### config.mk
export PLATFORM = sky130hd
export DESIGN_NAME = sseg_scan_monitor
export DESIGN_NICKNAME = d
export VERILOG_FILES = /design/src/rtl/sseg_scan_monitor.sv
export SDC_FILE = /design/constraint.sdc
export NUM_CORES = 1
export LEC_CHECK = 0
export ABC_AREA = 1
export BUFFER_PORTS_ARGS = -buffer_cell sky130_fd_sc_hd__clkbuf_2
export CORE_MARGIN = 2
export CORE_UTILIZATION = 60
export CTS_BUF_LIST = sky130_fd_sc_hd__clkbuf_4
export CTS_CLUSTER_DIAMETER = 150
export CTS_CLUSTER_SIZE = 20
export DETAILED_ROUTE_END_ITERATION = 7
export PLACE_DENSITY = 0.8
export RECOVER_POWER = 25
export SYNTH_ARGS = -nofsm -noshare
export SYNTH_HDL_FRONTEND = slang
export SYNTH_SLANG_ARGS = --single-unit
### constraint.sdc
create_clock -name clk -period 2.14 [get_ports clk]
set_clock_uncertainty 0.05 [all_clocks]
set_input_delay 0.214 -clock clk [delete_from_list [all_inputs] [get_ports clk]]
set_output_delay 0.214 -clock clk [all_outputs]
set_load 0.01 [all_outputs]
### src/rtl/sseg_scan_monitor.sv
// sseg_scan_monitor: snoops an active-low 4-digit multiplexed 7-segment scan
// (an/sseg), decodes each settled digit back to a hex nibble plus dp level,
// assembles complete frames and publishes them with a one-cycle valid pulse.
// Optional feature macro: SSEG_SCAN_ORDER_CHECK_EN (scan-order checking on scan_err).
module sseg_scan_monitor #(
  parameter int SETTLE_CYC  = 4,
  parameter int TIMEOUT_CYC = 262144
) (
  input  logic        clk,
  input  logic        reset,
  input  logic [3:0]  an,
  input  logic [7:0]  sseg,
  output logic [15:0] hex,
  output logic [3:0]  dp,
  output logic [3:0]  seg_err,
  output logic        frame_valid,
  output logic        frame_changed,
  output logic        stall,
  output logic        scan_err
);

  localparam int CW = $clog2(SETTLE_CYC + 1);
  localparam int IW = $clog2(TIMEOUT_CYC + 1);
  localparam logic [CW-1:0] CNT_MAX  = CW'(SETTLE_CYC - 1);
  localparam logic [IW-1:0] IDLE_MAX = IW'(TIMEOUT_CYC);

  // Active-low glyph to {err, nibble}; unknown patterns give nibble 0 with err set.
  function automatic logic [4:0] decode(input logic [6:0] g);
    logic [4:0] r;
    case (g)
      7'b1000000: r = 5'h00;
      7'b1111001: r = 5'h01;
      7'b0100100: r = 5'h02;
      7'b0110000: r = 5'h03;
      7'b0011001: r = 5'h04;
      7'b0010010: r = 5'h05;
      7'b0000010: r = 5'h06;
      7'b1111000: r = 5'h07;
      7'b0000000: r = 5'h08;
      7'b0010000: r = 5'h09;
      7'b0001000: r = 5'h0A;
      7'b0000011: r = 5'h0B;
      7'b1000110: r = 5'h0C;
      7'b0100001: r = 5'h0D;
      7'b0000110: r = 5'h0E;
      7'b0001110: r = 5'h0F;
      default:    r = 5'h10;
    endcase
    return r;
  endfunction

  logic [3:0]    an_r, an_p;
  logic [7:0]    sseg_r, sseg_p;
  logic [CW-1:0] cnt_r, cnt_nxt;
  logic          captured_r, captured_nxt;
  logic [IW-1:0] idle_r, idle_nxt;
  logic [15:0]   hex_sh;
  logic [3:0]    dp_sh, err_sh;
  logic [3:0]    seen_r, seen_nxt;
  logic          first_r;
  logic          legal_s, same_s, capture_s, seen_full_s;
  logic [1:0]    slot_s;
  logic [4:0]    dec_s;

  // Input stage plus one-cycle history used for the stability comparison.
  always_ff @(posedge clk) begin
    if (reset) begin
      an_r   <= 4'hF;
      sseg_r <= 8'hFF;
      an_p   <= 4'hF;
      sseg_p <= 8'hFF;
    end else begin
      an_r   <= an;
      sseg_r <= sseg;
      an_p   <= an_r;
      sseg_p <= sseg_r;
    end
  end

  // Legality, stability counting, capture decision, idle counting and seen update.
  always_comb begin
    legal_s      = 1'b0;
    slot_s       = 2'd0;
    cnt_nxt      = '0;
    captured_nxt = 1'b0;
    idle_nxt     = idle_r;
    seen_nxt     = seen_r;
    case (an_r)
      4'b1110: begin legal_s = 1'b1; slot_s = 2'd0; end
      4'b1101: begin legal_s = 1'b1; slot_s = 2'd1; end
      4'b1011: begin legal_s = 1'b1; slot_s = 2'd2; end
      4'b0111: begin legal_s = 1'b1; slot_s = 2'd3; end
      default: begin legal_s = 1'b0; slot_s = 2'd0; end
    endcase
    same_s = ({an_r, sseg_r} == {an_p, sseg_p});
    if (!legal_s || !same_s) begin
      cnt_nxt = '0;
    end else if (cnt_r == CNT_MAX) begin
      cnt_nxt = cnt_r;
    end else begin
      cnt_nxt = cnt_r + {{(CW-1){1'b0}}, 1'b1};
    end
    // The captured flag survives only while the sample stays identical.
    capture_s = legal_s && (cnt_nxt == CNT_MAX) && !(same_s && captured_r);
    if (capture_s) begin
      captured_nxt = 1'b1;
    end else if (legal_s && same_s) begin
      captured_nxt = captured_r;
    end else begin
      captured_nxt = 1'b0;
    end
    if (capture_s) begin
      idle_nxt = '0;
    end else if (idle_r == IDLE_MAX) begin
      idle_nxt = idle_r;
    end else begin
      idle_nxt = idle_r + {{(IW-1){1'b0}}, 1'b1};
    end
    seen_full_s = (seen_r == 4'hF);
    if (seen_full_s) begin
      seen_nxt = 4'h0;
    end else begin
      seen_nxt = seen_r;
    end
    if (capture_s) begin
      seen_nxt[slot_s] = 1'b1;
    end else begin
      seen_nxt = seen_nxt;
    end
    dec_s = decode(sseg_r[6:0]);
  end

  // Counters, shadow frame and publish registers.
  always_ff @(posedge clk) begin
    if (reset) begin
      cnt_r         <= '0;
      captured_r    <= 1'b0;
      idle_r        <= '0;
      stall         <= 1'b0;
      seen_r        <= 4'h0;
      hex_sh        <= 16'h0000;
      dp_sh         <= 4'h0;
      err_sh        <= 4'h0;
      first_r       <= 1'b1;
      hex           <= 16'h0000;
      dp            <= 4'h0;
      seg_err       <= 4'h0;
      frame_valid   <= 1'b0;
      frame_changed <= 1'b0;
    end else begin
      cnt_r      <= cnt_nxt;
      captured_r <= captured_nxt;
      idle_r     <= idle_nxt;
      stall      <= (idle_nxt == IDLE_MAX);
      seen_r     <= seen_nxt;
      if (capture_s) begin
        hex_sh[{slot_s, 2'b00} +: 4] <= dec_s[3:0];
        dp_sh[slot_s]                <= sseg_r[7];
        err_sh[slot_s]               <= dec_s[4];
      end
      if (seen_full_s) begin
        hex           <= hex_sh;
        dp            <= dp_sh;
        seg_err       <= err_sh;
        frame_valid   <= 1'b1;
        frame_changed <= first_r || ({hex_sh, dp_sh, err_sh} != {hex, dp, seg_err});
        first_r       <= 1'b0;
      end else begin
        frame_valid   <= 1'b0;
        frame_changed <= 1'b0;
      end
    end
  end

`ifdef SSEG_SCAN_ORDER_CHECK_EN
  logic [1:0] last_r;
  logic       have_last_r;

  // Flags any capture that does not follow the previous slot in ascending order.
  always_ff @(posedge clk) begin
    if (reset) begin
      last_r      <= 2'd0;
      have_last_r <= 1'b0;
      scan_err    <= 1'b0;
    end else begin
      scan_err <= capture_s && have_last_r && (slot_s != (last_r + 2'd1));
      if (capture_s) begin
        last_r      <= slot_s;
        have_last_r <= 1'b1;
      end
    end
  end
`else
  assign scan_err = 1'b0;
`endif

endmodule

After elaboration in Yosys (flattened, before gate mapping) --
Cells that the tools add are included.
Word-level totals: bits in registers 103, input bits 14, output and inout port bits 28, logic and storage cells 84
Operators by class: add/subtract/negate cells 3, order comparisons 2, equal/unequal tests 27, shifts and indexed selects 2, multiplexer cells 17, bitwise operators 2, reductions and logical operators 13
Operator list (number):
- $pmux 5 s16 | 1
- $eq 19x19->1 const B | 2
- $mux 19 | 2
- $eq 7x7->1 const B | 4
- $ne 24x24->1 | 1
- $eq 7x5->1 const B | 3
- $eq 7x6->1 const B | 3
- $add 19x1->19 const B | 1
- $bwmux 16 | 1
- $eq 4x4->1 const B | 4
- $shift 4x6->16 const A | 1
- $shiftx 4x6->16 | 1
- $eq 7x2->1 const B | 2
- $eq 7x4->1 const B | 2
- $eq 12x12->1 | 1
- $bwmux 4 | 2
- $mux 4 | 2
- $eq 7x3->1 const B | 1
- $logic_not 7->1 | 1
- $eq 3x2->1 const B | 2
- $mux 3 | 2
- $neg 4->6 | 1
- $pmux 2 s3 | 1
- $logic_and 1x1->1 | 5
- 13 further kinds | 20

Longest topological paths before layout --
Gate-level depths: netlist of the first run.
word-level depth 11, mapped depth 14

Worst setup path before layout of the first run --
OpenSTA, ideal clock, no wires.
path type register -> register, from reg an_r[2], to reg hex_sh[14], setup time 114 ps, data arrival time 1818 ps, setup slack 159 ps, stages on the path, launching flop included 11, path buffers 1, clock period less this slack 1981 ps, cells stage by stage dfxtp_1 -> nand2_1 -> nor3_1 -> a31oi_1 -> ha_1 -> buf_2 -> clkinv_1 -> nand3_1 -> nor2_1 -> nor2_1 -> nor2_1
On the way: longest elaborated chain between the ends 9, elaborated cells between the ends (all ways) 21
Ends and longest elaborated chain:
- from (decl) | RTL line 52 | logic [3:0] an_r, an_p;
- from (signal assigned) | RTL line 73 | an_r <= an;
- branches (longest 9 deep; another with $neg 4->6)
- to (signal, indexed assignment) | RTL line 157 | hex_sh[{slot_s, 2'b00} +: 4] <= dec_s[3:0];
- to (decl) | RTL line 57 | logic [15:0] hex_sh;
Several ways; the timed one is not identified. A chain may end at the register's enable or synchronous reset.

Worst setup path after layout of the first run --
from reg idle_r[1], to reg idle_r[18]
On the way: longest elaborated chain between the ends 3, elaborated cells between the ends (all ways) 4
Ends and longest elaborated chain:
- from (decl) | RTL line 56 | logic [IW-1:0] idle_r, idle_nxt;
- from (signal assigned) | RTL line 153 | idle_r <= idle_nxt;
- $add 19x1->19 or $eq 19x19->1 (tied branches) | RTL line 117, 114
- $mux 19 (*) | RTL line 114 | end else if (idle_r == IDLE_MAX) begin
- $mux 19 (*) | RTL line 112 | if (capture_s) begin
Mark *: on every way between the ends. The rest lies on a longest branch, timed or not.

==> metrics.yaml, run 1 <==
syn_area_mm2: 0.00529
syn_inst: 779
path_max_fanout: 4
p_sw_mw: 0.935
maxSlewViolCount: 0
ys_types: 37
finish.net_count: 862
drt_pre_antenna_iters: 5
cap_viol_max_count: 0
swShare_pct: 28.6
intPower_mw: 2.33
seqCellArea_mm2: 0.00206
first_global_vias: 4751
antenna_found_initial: 0
hold_ws_ns: 0.206
initial_core_util_pct: 61.3
clock-root-buffer: "clkbuf_4"
placed_cell_area_mm2: 0.00567
dp.final_hpwl_um: 9310
multi_input_area_mm2: 0.00278
hp-class: "in2reg"
cts_tree: "yes"
place_ws_ns: -0.0164
io_pins: 42
final_area_mm2: 0.00596
final_layout_size_suffix_gt1_share_pct: 14.5
worst_slack_ns: 0.147
max_freq_mhz: 502
dp.cells: 922
cts.sink_count: 103
synth_seq_cells: 103
vias: 5132
groute.usage.overall_pct: 25.7
core_mm2: 0.00864
synthesis.nets: 803
power_leakage_nw: 2.80
die-area_mm2: 0.00958
drtIter0Drc: 262
drc_errors: 0
overflow: 0
seq_area_frac_synth_pct: 39.0
arrival_ns: 2.28
drt_wl_total_um: 12400
fp.dieH_um: 97.9
maxSlewHeadroom_pct: 58.2
rows: 34
clk_pin_slew_ns: 0.15
timing.final.crit_share_pct: 93.1
final_cells: 951
grt_max_degree: 50
finalSetupViolCount: 0
cp-startpoint: "idle_r[1]"
vias_per_cell: 5.40
portBuffers: 40
clock_latency_ns: 0.46
synth_warnings: 0
gp_congestion: 1.03
period_needed_ns: 1.99
status: "complete, no violations"
htreeDepth: 3
end_kind: "flop"
clkPwrFrac_pct: 29.6
pwr_density_cell_mw_per_mm2: 548
final_antenna_net_count: 0
hp-start: "reset"
avgSynthCellArea_um2: 6.79
r2r-start: "idle_r[1]"
diodes: 0
cp.required_ns: 2.43
worst_pin_slew_ns: 0.628
area_growth_pct: 12.6
yosysTopAreaCellShare_pct: 39.0
start_kind: "flop"
avgRoutedWirePerCell_um: 13.0
grt_pass1_wl_um: 20500
numCtsBuffers: 9
finalHoldViolCount: 0
crit_type: "reg2reg"
num-fill-cells: 766
fp.dieW_um: 97.9
pwr-share-seq_pct: 60.5
comb_power_share_pct: 9.9
synthTopCellsByArea: "dfxtp_1, nand2_1, nor2_1"
synth_largest_area_cell: "dfxtp_1"
vdd_drop_max_v: 0.000332
clockBufferDepth: 2
rsz0062_at_grt: "yes"
## state kept, by name, summed over array words and instances (netlist names), 8 cells and up
register,count
hex,16
sseg_p,8
sseg_r,8
hex_sh,16
idle_r,19
## cells in the final DEF, fill, tap and decap left out, types with 8 or more instances in the layout
cell type      instances
a21oi_1               30
nand3_1               49
buf_4                 10
o21ai_0               30
a21oi_2                8
nand2_1              200
or2_2                 14
nor2_1               115
dlygate4sd3_1         12
dfxtp_1              101
xnor2_1               10
clkbuf_4               9
clkbuf_2              41
inv_1                 89
ha_1                  10
nor3_1                22
o22ai_1               12
nand3_2                8
nand4_1               12
## cell families (layout without fill, tap and decap cells)
| family | Yosys count | count (layout) | share of synthesized area (%) |
|---|---|---|---|
| AO/OA/AOI/OAI | 87 | 87 | 9.58 |
| AND/OR/NAND/NOR | 444 | 444 | 37.4 |
| XOR/XNOR | 17 | 17 | 2.81 |
| adder cells (fa/ha/maj) | 10 | 10 | 2.37 |
| buffers and inverters | 117 | 181 | 8.80 |
| flip-flops | 103 | 103 | 39.0 |
| other | 1 | 1 | 0.0709 |
## per-stage QoR
stage	TNS (ns)	total power [mW]	util, %
6_report	0	3.27	69.0
3_3_place_gp	0	2.31	65.7
4_1_cts	0	3.28	68.8
2_1_floorplan	0	2.24	-
5_1_grt	-0.0424	3.41	69.0
3_5_place_dp	-0.0322	2.32	65.7
## routing by layer
layer	routed length, µm	global-route usage, %
met3	680	3.36
met1	5340	31.0
met2	5930	43.9
met4	450	15.0
met5	0	0
## cell type report
class	count	area share (%)
Clock buffer	9	1.13
Clock inverter	7	1.05
Inverter	97	6.11
Multi-Input combinational cell	559	46.6
Sequential cell	103	34.7
Tap cell	108	2.27
Timing Repair Buffer	68	8.13
## critical path, stage by stage, from the launching register on
cell and delay, ns:
dfxtp_1 0.43, ha_1 0.22, nand3_1 0.11, nor2_1 0.19, nand2_1 0.11, nor3_1 0.21
nand3_1 0.15, nand2_1 0.09, inv_1 0.04, o22ai_1 0.23, nor2_1 0.06
## path summary, 6_finish.rpt
kind | to | slack (ns) | cells past startpoint
worst min-delay path | an_p[2] | 0.21 | 3
worst max register to register | idle_r[18] | 0.15 | 10
worst min register to register | first_r | 0.42 | 2
worst max-delay path | idle_r[18] | 0.15 | 10
## power by group through the flow
stage | clock network, mW | logic (mW) | registers [mW]
finish | 0.967 | 0.324 | 1.98
global placement | 0 | 0.293 | 2.01
global route | 1.07 | 0.361 | 1.98
CTS | 0.985 | 0.321 | 1.97
floorplan | 0 | 0.228 | 2.01
detailed placement | 0 | 0.303 | 2.01
## cells in the mapped netlist
| library cell | count |
|---|---|
| nor4_1 | 4 |
| nand4_4 | 1 |
| buf_1 | 1 |
| nor3_1 | 22 |
| nand2_2 | 2 |
| o21ai_0 | 30 |
| buf_6 | 2 |
| nand3_1 | 49 |
| o2111ai_1 | 1 |
| xor2_1 | 7 |
| inv_2 | 8 |
| nand3b_1 | 3 |
| nand4_1 | 12 |
| a21oi_2 | 7 |
| or2_2 | 14 |
| o22ai_1 | 12 |
| ha_1 | 10 |
| a21oi_4 | 1 |
| xnor2_1 | 10 |
| clkbuf_1 | 10 |
| nand3_2 | 8 |
| nor3b_1 | 7 |
| clkinv_1 | 2 |
| dfxtp_1 | 103 |
| buf_4 | 1 |
| conb_1 | 1 |
| a21oi_1 | 31 |
| nor2_1 | 115 |
| buf_2 | 6 |
| o221ai_1 | 1 |
| inv_1 | 87 |
| nor2_2 | 3 |
| nor2_4 | 4 |
| nand2_1 | 200 |
| a31oi_1 | 2 |
| a211oi_1 | 1 |
| o2111a_1 | 1 |
## timing repair
item / 4_1_cts / 5_1_grt
setup endpoints to repair: 8 / 37
hold buffers: 12 / 0
pin swaps: 1 / 1
buffers inserted: 1 / 0
gates resized for setup: 0 / 7
endpoints found under the hold margin: 12 / 0
Note: power is estimated with default switching activity, not from simulation.
==> run 2: changes to the inputs <==
RECOVER_POWER = not set   (was 25)
==> run 2 against run 1 <==
  * Flip-flop and latch count did not move
  * Routed wire length is 0.65% lower
  * Die area did not move
  * Critical endpoint unchanged
  * Largest cell class unchanged
==> metrics.yaml, run 2 (synthesis gave the netlist of run 1 again) <==
status: "complete, no violations"
crit_type: "reg2reg"
pwr_density_cell_mw_per_mm2: 548  # -0.11%
clockBufferDepth: 2  # unchanged
place_ws_ns: -0.0164  # unchanged
power_leakage_nw: 2.80  # about the same
dp.final_hpwl_um: 9310  # unchanged
max_freq_mhz: 506  # +0.79%
fp.dieW_um: 97.9  # unchanged
vdd_drop_max_v: 0.000333  # +0.19%
final_layout_size_suffix_gt1_share_pct: 15.1  # +0.59 points
vias: 5101  # -0.60%
cap_viol_max_count: 0  # unchanged
start_kind: "flop"
hp-class: "in2reg"
worst_pin_slew_ns: 0.491  # -0.137 ns
p_sw_mw: 0.934  # about the same
area_growth_pct: 12.8
gp_congestion: 1.03  # unchanged
arrival_ns: 2.27  # about the same
drc_errors: 0  # unchanged
cts.sink_count: 103  # unchanged
grt_max_degree: 50  # unchanged
cp-startpoint: "idle_r[1]"
reg.largest.list: "idle_r x19, hex x16, hex_sh x16"
total_power_mw: 3.27  # about the same
timing.final.crit_share_pct: 92.4  # -0.73 points
swShare_pct: 28.6  # about the same
antenna_found_initial: 0  # unchanged
fp.dieH_um: 97.9  # unchanged
end_kind: "flop"
hp-start: "reset"
numCtsBuffers: 9  # unchanged
comb_power_share_pct: 9.9  # about the same
r2r-start: "idle_r[1]"
htreeDepth: 3  # unchanged
grt_pass1_wl_um: 20500  # unchanged
vias_per_cell: 5.36  # -0.60%
max_flop_register: "idle_r"
period_needed_ns: 1.98  # -0.0156 ns
drt_pre_antenna_iters: 7  # +2
clkPwrFrac_pct: 29.6  # about the same
drtIter0Drc: 222  # -15%
initial_core_util_pct: 61.3  # unchanged
largest_reg_flops: 19  # unchanged
worst_slack_ns: 0.163  # +0.0156 ns
finish.net_count: 862  # unchanged
rows: 34  # unchanged
avgRoutedWirePerCell_um: 13.0  # -0.65%
finalSetupViolCount: 0  # unchanged
cts_tree: "yes"
hold_ws_ns: 0.204  # -0.00218 ns
diodes: 0  # unchanged
pwr-share-seq_pct: 60.5  # about the same
clk_pin_slew_ns: 0.15  # about the same
final_common_cell: "nand2_1"
maxSlewHeadroom_pct: 67.1  # +8.9 points
cp.required_ns: 2.43  # about the same
core_mm2: 0.00864  # unchanged
maxSlewViolCount: 0  # unchanged
final_area_mm2: 0.00597  # +0.15%
layout_common_cells: "nand2_1, nor2_1, dfxtp_1"
clock_latency_ns: 0.46  # about the same
overflow: 0  # unchanged
path_max_fanout: 4  # unchanged
first_global_vias: 4751  # unchanged
intPower_mw: 2.33  # about the same
clock-root-buffer: "clkbuf_4"
finalHoldViolCount: 0  # unchanged
drt_wl_total_um: 12300  # -0.65%
placed_cell_area_mm2: 0.00567  # unchanged
io_pins: 42  # unchanged
die-area_mm2: 0.00958  # unchanged
portBuffers: 40  # unchanged
final_antenna_net_count: 0  # unchanged
rsz0062_at_grt: "yes"
groute.usage.overall_pct: 25.7  # unchanged
## run 2: worst paths after layout
check | slack, ns | cells after the start | end
setup / recovery | 0.16 | 10 | idle_r[18]
hold / removal | 0.20 | 3 | sseg_p[3]
setup reg to reg | 0.16 | 10 | idle_r[18]
hold reg to reg | 0.42 | 2 | first_r
## run 2: power by group through the flow
stage               logic, mW  registers [mW]  clock network, mW
global placement        0.293            2.01                  0
CTS                     0.321            1.97              0.985
detailed placement      0.303            2.01                  0
global route            0.362            1.98               1.07
floorplan               0.228            2.01                  0
finish                  0.324            1.98              0.968
## run 2: timing repair
| action | in CTS | in global routing |
|---|---|---|
| hold buffers | 12 | 0 |
| cloned | 0 | 0 |
| resized for setup | 0 | 7 |
| pin swaps | 1 | 1 |
| setup endpoints to repair | 8 | 37 |
| endpoints found under the hold margin | 12 | 0 |
| setup buffers | 1 | 0 |
## run 2: per-layer routing
metal / part of all wire (%) / up-vias / wire, µm / GRT usage, %
li1: - / 2599 / - / -
met1: 43 / 2281 / 5270 / 31.0
met2: 48 / 185 / 5870 / 43.9
met3: 5.8 / 36 / 715 / 3.36
met4: 3.8 / 0 / 465 / 15.0
met5: 0 / - / 0 / 0
## run 2: area by class of cell
class / count / area (µm²)
clock buffers: 9 / 67.6
clock inverters: 7 / 62.6
fillers: 761 / 2670
inverters: 97 / 364
multi-input cells: 559 / 2780
flip-flops and latches: 103 / 2070
well taps: 108 / 135
repair buffers: 68 / 490
## run 2: through the flow
step                      TNS [ns]  std cells  util [%]
after floorplan                  0        779         -
after global placement           0        922      65.7
after detailed placement   -0.0322        922      65.7
after CTS                        0        951      68.8
after global routing       -0.0423        951      69.1
final                            0        951      69.1
## run 2: critical path, cell delays in order (launching register included)
cell and delay [ns]:
dfxtp_1 0.43, ha_1 0.22, nand3_1 0.11, nor2_1 0.18
nand2_1 0.10, nor3_1 0.21, nand3_1 0.15, nand2_1 0.09
inv_1 0.04, o22ai_1 0.23, nor2_1 0.06
